$ cat src/rtl/mem_port_arbiter.sv
// mem_port_arbiter: serialises IF, MEM and debug requesters onto one single-port BRAM.
// Define ARB_AGING_EN to add age-based promotion of starved IF/DBG requesters.
module mem_port_arbiter #(
  parameter int unsigned ADDR_W     = 10,
  parameter int unsigned DATA_W     = 32,
  parameter int unsigned RD_LATENCY = 1
`ifdef ARB_AGING_EN
  , parameter int unsigned AGE_LIMIT = 8
`endif
) (
  input  logic              fast_clk,
  input  logic              rst,
  input  logic              if_req,
  input  logic [ADDR_W-1:0] if_addr,
  input  logic              mem_req,
  input  logic              mem_we,
  input  logic [ADDR_W-1:0] mem_addr,
  input  logic [DATA_W-1:0] mem_wdata,
  input  logic              dbg_req,
  input  logic [ADDR_W-1:0] dbg_addr,
  output logic              if_ack,
  output logic              mem_ack,
  output logic              dbg_ack,
  output logic [DATA_W-1:0] rsp_rdata,
  output logic              bram_en,
  output logic              bram_we,
  output logic [ADDR_W-1:0] bram_addr,
  output logic [DATA_W-1:0] bram_wdata,
  input  logic [DATA_W-1:0] bram_rdata,
  output logic              busy
);

  localparam int unsigned CNT_W = 2;

  typedef enum logic [1:0] {S_IDLE, S_ISSUE, S_WAIT, S_ACK} state_e;
  typedef enum logic [1:0] {P_MEM, P_IF, P_DBG} port_e;

  state_e             state_q;
  port_e              gnt_q;
  port_e              gnt_d;
  logic [CNT_W-1:0]   lat_cnt_q;
  logic               any_req_c;

`ifdef ARB_AGING_EN
  localparam int unsigned AGE_W = $clog2(AGE_LIMIT + 1);

  logic [AGE_W-1:0] if_age_q;
  logic [AGE_W-1:0] dbg_age_q;
  logic             if_aged_c;
  logic             dbg_aged_c;

  assign if_aged_c  = (if_age_q >= AGE_W'(AGE_LIMIT));
  assign dbg_aged_c = (dbg_age_q >= AGE_W'(AGE_LIMIT));
`endif

  assign any_req_c = mem_req | if_req | dbg_req;

  // Winner selection: MEM > IF > DBG; aged ports jump the queue, IF first
  always_comb begin
    gnt_d = P_DBG;
    if (mem_req) begin
      gnt_d = P_MEM;
    end else if (if_req) begin
      gnt_d = P_IF;
    end
`ifdef ARB_AGING_EN
    if (dbg_req && dbg_aged_c) begin
      gnt_d = P_DBG;
    end
    if (if_req && if_aged_c) begin
      gnt_d = P_IF;
    end
`endif
  end

  always_ff @(posedge fast_clk or posedge rst) begin
    if (rst) begin
      state_q    <= S_IDLE;
      gnt_q      <= P_MEM;
      lat_cnt_q  <= '0;
      if_ack     <= 1'b0;
      mem_ack    <= 1'b0;
      dbg_ack    <= 1'b0;
      rsp_rdata  <= '0;
      bram_en    <= 1'b0;
      bram_we    <= 1'b0;
      bram_addr  <= '0;
      bram_wdata <= '0;
      busy       <= 1'b0;
`ifdef ARB_AGING_EN
      if_age_q   <= '0;
      dbg_age_q  <= '0;
`endif
    end else begin
      case (state_q)
        S_IDLE: begin
          if (any_req_c) begin
            state_q <= S_ISSUE;
            gnt_q   <= gnt_d;
            busy    <= 1'b1;
            bram_en <= 1'b1;
            case (gnt_d)
              P_MEM: begin
                bram_addr  <= mem_addr;
                bram_we    <= mem_we;
                bram_wdata <= mem_wdata;
              end
              P_IF: begin
                bram_addr <= if_addr;
                bram_we   <= 1'b0;
              end
              default: begin
                bram_addr <= dbg_addr;
                bram_we   <= 1'b0;
              end
            endcase
`ifdef ARB_AGING_EN
            if (gnt_d == P_IF) begin
              if_age_q <= '0;
            end else if (if_req && !if_aged_c) begin
              if_age_q <= if_age_q + AGE_W'(1);
            end
            if (gnt_d == P_DBG) begin
              dbg_age_q <= '0;
            end else if (dbg_req && !dbg_aged_c) begin
              dbg_age_q <= dbg_age_q + AGE_W'(1);
            end
`endif
          end
        end

        // bram_we still holds the write flag during the issue cycle
        S_ISSUE: begin
          bram_en   <= 1'b0;
          bram_we   <= 1'b0;
          lat_cnt_q <= '0;
          if (bram_we) begin
            state_q <= S_ACK;
            mem_ack <= (gnt_q == P_MEM);
            if_ack  <= (gnt_q == P_IF);
            dbg_ack <= (gnt_q == P_DBG);
          end else begin
            state_q <= S_WAIT;
          end
        end

        S_WAIT: begin
          if (lat_cnt_q == CNT_W'(RD_LATENCY - 1)) begin
            rsp_rdata <= bram_rdata;
            state_q   <= S_ACK;
            mem_ack   <= (gnt_q == P_MEM);
            if_ack    <= (gnt_q == P_IF);
            dbg_ack   <= (gnt_q == P_DBG);
          end else begin
            lat_cnt_q <= lat_cnt_q + CNT_W'(1);
          end
        end

        S_ACK: begin
          mem_ack <= 1'b0;
          if_ack  <= 1'b0;
          dbg_ack <= 1'b0;
          busy    <= 1'b0;
          state_q <= S_IDLE;
        end

        default: begin
          state_q <= S_IDLE;
        end
      endcase
    end
  end

endmodule

$ cat config.mk
export PLATFORM = sky130hd
export DESIGN_NAME = mem_port_arbiter
export DESIGN_NICKNAME = d
export VERILOG_FILES = /design/src/rtl/mem_port_arbiter.sv
export SDC_FILE = /design/constraint.sdc
export NUM_CORES = 1
export LEC_CHECK = 0
export ABC_AREA = 1
export BUFFER_PORTS_ARGS = -buffer_cell sky130_fd_sc_hd__buf_2
export CAP_MARGIN = 25
export CORE_AREA = 3 3 91 93
export CTS_BUF_LIST = sky130_fd_sc_hd__clkbuf_8 sky130_fd_sc_hd__clkbuf_16
export DETAILED_ROUTE_END_ITERATION = 8
export DIE_AREA = 0 0 94 96
export MAX_ROUTING_LAYER = met4
export PLACE_DENSITY = 0.92
export SETUP_SLACK_MARGIN = 0.02
export SLEW_MARGIN = 20
export SYNTH_ARGS = -nofsm -noshare
export SYNTH_HDL_FRONTEND = slang
export SYNTH_SLANG_ARGS = --single-unit
$ cat constraint.sdc
create_clock -name fast_clk -period 7.7 [get_ports fast_clk]
set_clock_uncertainty 0.1 [all_clocks]
set_input_delay 0.385 -clock fast_clk [delete_from_list [all_inputs] [get_ports fast_clk]]
set_output_delay 0.385 -clock fast_clk [all_outputs]
set_load 0.01 [all_outputs]
; After elaboration in Yosys (flattened, before gate mapping)
; Index checks and enable logic that the tools add are counted.
[word_totals]
register_bits = 86
output_inout_bits = 80
[op_classes]
addsub = 1
n_eq_ne = 10
muxes = 24
n_bitwise = 2
reduce_logical = 16
[ops]
columns = cell, n
row1 = 10-bit case mux with 2 select lines, 1
row2 = 2-bit AND reduction, 6
row3 = 1-bit 2-to-1 mux, 10
row4 = 2-bit 2-to-1 mux, 5
row5 = 1-bit case mux with 3 select lines, 3
row6 = 2-bit zero test, 4
row7 = "2-bit != test, second input constant", 4
row8 = 2-bit case mux with 4 select lines, 1
row9 = "2-bit by 1-bit equality test with 1-bit output, second input constant", 3
row10 = "2-bit equality test, second input constant", 3
row11 = 1-bit case mux with 2 select lines, 3
row12 = 3-bit AND reduction, 2
row13 = 2-bit nonzero test, 3
row14 = 2-bit case mux with 2 select lines, 1
row15 = 3-bit nonzero test, 1
row16 = "2-bit by 1-bit adder with 2-bit output, second input constant", 1
row17 = 1-bit OR, 2

; Longest topological paths before layout
[logic_depth]
ltp_word = 6
ltp_mapped = 8

; Least setup slack after synthesis
; No wires, ideal clock.
[synth_timing]
path_kind = reg2reg
from = register state_q[0]
to = register bram_wdata[0]
setup_ns = 0.066
t_arrival_ns = 1.289
required_time_ns = 7.534
path_slack_ns = 6.246
path_stages_with_launch = 7
period_less_slack_ns = 1.454
cell_sequence = dfrtp_1 inv_1 ha_1 nand2_1 clkbuf_1 nand2_1 nand2_1
[synth_via]
elab_chain_len = 2
[synth_lines]
columns = element, line
row1 = from (decl), 38  ; state_e state_q;
row2 = from (signal assigned), 78  ; state_q <= S_IDLE;
row3 = from (signal assigned), 98  ; state_q <= S_ISSUE;
row4 = from (signal assigned), 138  ; state_q <= S_ACK;
row5 = 2-bit zero test, 95  ; case (state_q)
row6 = 3-bit AND reduction (no source line), --
row7 = to (signal assigned), 106  ; bram_wdata <= mem_wdata;
row8 = to (decl), 28  ; output logic [DATA_W-1:0] bram_wdata,
; No other way between the ends.
; A chain may end at the register's enable or synchronous reset.

; Worst setup path in the final report
[layout_timing]
from = register lat_cnt_q[0]
to = register lat_cnt_q[0]
[layout_via]
elab_chain_len = 3
[layout_lines]
columns = element, line
row1 = from (decl), 41  ; logic [CNT_W-1:0] lat_cnt_q;
row2 = from (signal assigned), 155  ; lat_cnt_q <= lat_cnt_q + CNT_W'(1);
row3 = 2-bit by 1-bit adder with 2-bit output or 2-bit zero test (tied branches), "155, 148"
row4 = 2-bit 2-to-1 mux or 2-bit != test (tied branches), --
row5 = 2-bit case mux with 2 select lines or 2-bit AND reduction (tied branches), --
; Several ways; a longest one is shown, not always the timed one. The select of a mux whose other input is x is not followed.

==> results.cfg <==
[setup_path]
path_buf_inv = 2
slowest_delay_ps = 590
r2r_cells = 7
end_kind = flip-flop
arrival_ps = 2480
crit_chain = inv_1, ha_2, nand2_1, buf_8, o21ai_0, nand2_1, o21ai_0
cpLargestDelayFamily = simple AND/OR/NAND/NOR gates
r2r_start = lat_cnt_q[0]
required_ps = 7850
rr_endpoint = lat_cnt_q[0]
critical_path.max_fanout = 34
criticalPathCategory = reg2reg
crit_path_start_kind = flip-flop
rrSetupSlack_ps = 5370
worst_path_max_delay_cell = ha_2

[logic_synthesis]
ys_types = 15
yosysTopAreaCellShare_pct = 58.5
synth.cell_area_sq_um = 3680
synth_fp_nets = 551
yosysTopAreaCell = dfrtp_1
ys_warn_count = 0
synth.area.top_cells = dfrtp_1, nand2_1, nand3_1
synthCells = 445
synth-seq-cells = 86
syn_area_per_cell_sq_um = 8.27
synth-seq-area-share_pct = 58.5

[clock_tree]
cts_tree = built
ctsHoldBuffers = 0
root_buffer = clkbuf_8
htree_levels = 3
clk-insertion-delay-late_ps = 330
clk_path_buf_depth = 2
post_cts_resized = 0
clk_transition_reported_paths_ps = 90
cts_buffers = 9
numClockSinks = 86
cts_setup_buffers = 0

[routing]
first_iter_violations = 133
drt-total-wl_mm = 9.35
vias_per_cell = 4.84
firstDrtPassIters = 5
final_antenna_net_count = 0
drc_errors = 0
num_vias = 3497
wire_per_inst_microns = 13.0

[power]
p_leak_nw = 2.90
ir_drop_uv = 190
power.density_nw_per_um2 = 395
p_total_mw = 1.91

[floorplanning]
initial_utilization_pct = 48.4
die_h_microns = 96
fp-row-count = 32
die_x_microns = 94
fp.coreArea_sq_um = 7610
dieArea_sq_um = 9020
io_pins = 180

[layout]
final_util_pct = 63.6
fin_area_sq_um = 4830
final_layout_size_suffix_gt1_share_pct = 32.9
syn_to_final_growth_pct = 31.3
multiInputGateArea_sq_um = 1350
n_antenna_cell = 0
final_nets = 722
fillers = 655
regArea_sq_um = 2150

[place]
place_hpwl_mm = 6.81
place_congestion = 0.781
io_buffers = 179
dpl_cell_area_sq_um = 4610

[grt]
grt_max_degree = 87
grt.total_usage_pct = 21.3
grt_first_pass_wirelength_mm = 14.8
met1_usage_pct = 25.1
grt_overflow_total = 0
antenna_found_initial = 0
grt-busiest-layer = met2
gr-usage-met2_pct = 36.0
use_met3_pct = 5.08
grt_pass1_vias = 3398

[timing]
holdWs_ps = 134
tightestPinTransition_ps = 746
fin_setup_tns_ps = 0
finalCriticalPeriod_ps = 2330
hold_violations = 0
finalSetupViolations = 0
fmax_ghz = 0.428
fin_crit_sh_pct = 30.3
finalMaxSlewViolations = 0
slew_headroom_pct = 50.3
grt_setup_unrepaired = false

[run_status]
status = complete, no violations

[min_path]
worstHoldPathType = in2async

[run]
maxCapViolations = 0
-- state kept, by name, indices dropped and copies added (netlist names) --
name / count
dbg_ack: 1
bram_we: 1
state_q: 2
busy: 1
bram_addr: 10
bram_en: 1
gnt_q: 2
if_ack: 1
lat_cnt_q: 2
mem_ack: 1
bram_wdata: 32
rsp_rdata: 32
-- cell families (layout without fill, tap and decap cells) --
family | after synthesis | in the layout | synth area share, %
DFF | 86 | 86 | 58.5
buffers and inverters | 42 | 217 | 5.10
and+or+nand+nor | 305 | 305 | 33.6
AOI/OAI and AO/OA | 6 | 6 | 0.816
adders and majority gates | 6 | 6 | 2.04
-- through the flow --
step           instances  worst slack, ps
2_1_floorplan        445             4990
3_3_place_gp         706             4870
3_5_place_dp         706             4690
4_1_cts              721             4660
5_1_grt              722             5180
6_report             722             5370
-- cell usage after synthesis (all sizes together) --
cell,instances
buf,16
a21oi,1
nand3,64
nor2,2
ha,6
o21ai,5
nand3b,1
inv,20
nand2,238
dfrtp,86
clkbuf,6
-- how the worst max path moves through the flow --
stage,slack [ps],to,startpoint,depth (start not counted)
2_1_floorplan,4990,bram_addr[0],rst,1
3_3_place_gp,4870,lat_cnt_q[0],lat_cnt_q[0],6
3_5_place_dp,4690,lat_cnt_q[0],lat_cnt_q[0],6
4_1_cts,4660,lat_cnt_q[0],lat_cnt_q[0],6
5_1_grt,5180,bram_we,state_q[0],6
6_report,5370,lat_cnt_q[0],lat_cnt_q[0],7
-- area by class of cell --
class	instances	share of cell area [%]
timing repair buffer	182	19.2
clock buffer	9	2.56
tap	102	2.64
multi-input combinational	317	27.8
clock inverter	6	1.63
inverter	20	1.58
sequential	86	44.5
-- tightest hold or removal path: cells and delay by family --
kind | cells | cell delay [ps]
buf+inv | 3 | 700
-- where the power goes --
group	internal [mW]	switching [mW]
clock network	0.178	0.148
registers	0.665	0.118
logic	0.308	0.492
total	1.15	0.757
-- metal layers --
metal,routed length [microns],share of wire (%),vias to the layer above
met2,4570,49,167
li1,-,-,1721
met3,822,8.8,10
met1,3880,41,1599
met4,83,0.89,0
met5,0,0,-
-- cells in the final DEF (no fill, tap or decap) --
cell / n
clkinv_2: 4
buf_6: 1
inv_2: 2
nand2_1: 235
bufinv_16: 2
buf_8: 1
clkbuf_8: 9
nand3_1: 64
o21ai_0: 5
nor2_2: 1
a21oi_1: 1
nand2_2: 3
buf_2: 179
buf_4: 1
ha_2: 1
dfrtp_1: 86
nor2_1: 1
inv_1: 18
ha_1: 5
nand3b_1: 1
Note: power is estimated with default switching activity, not from simulation.
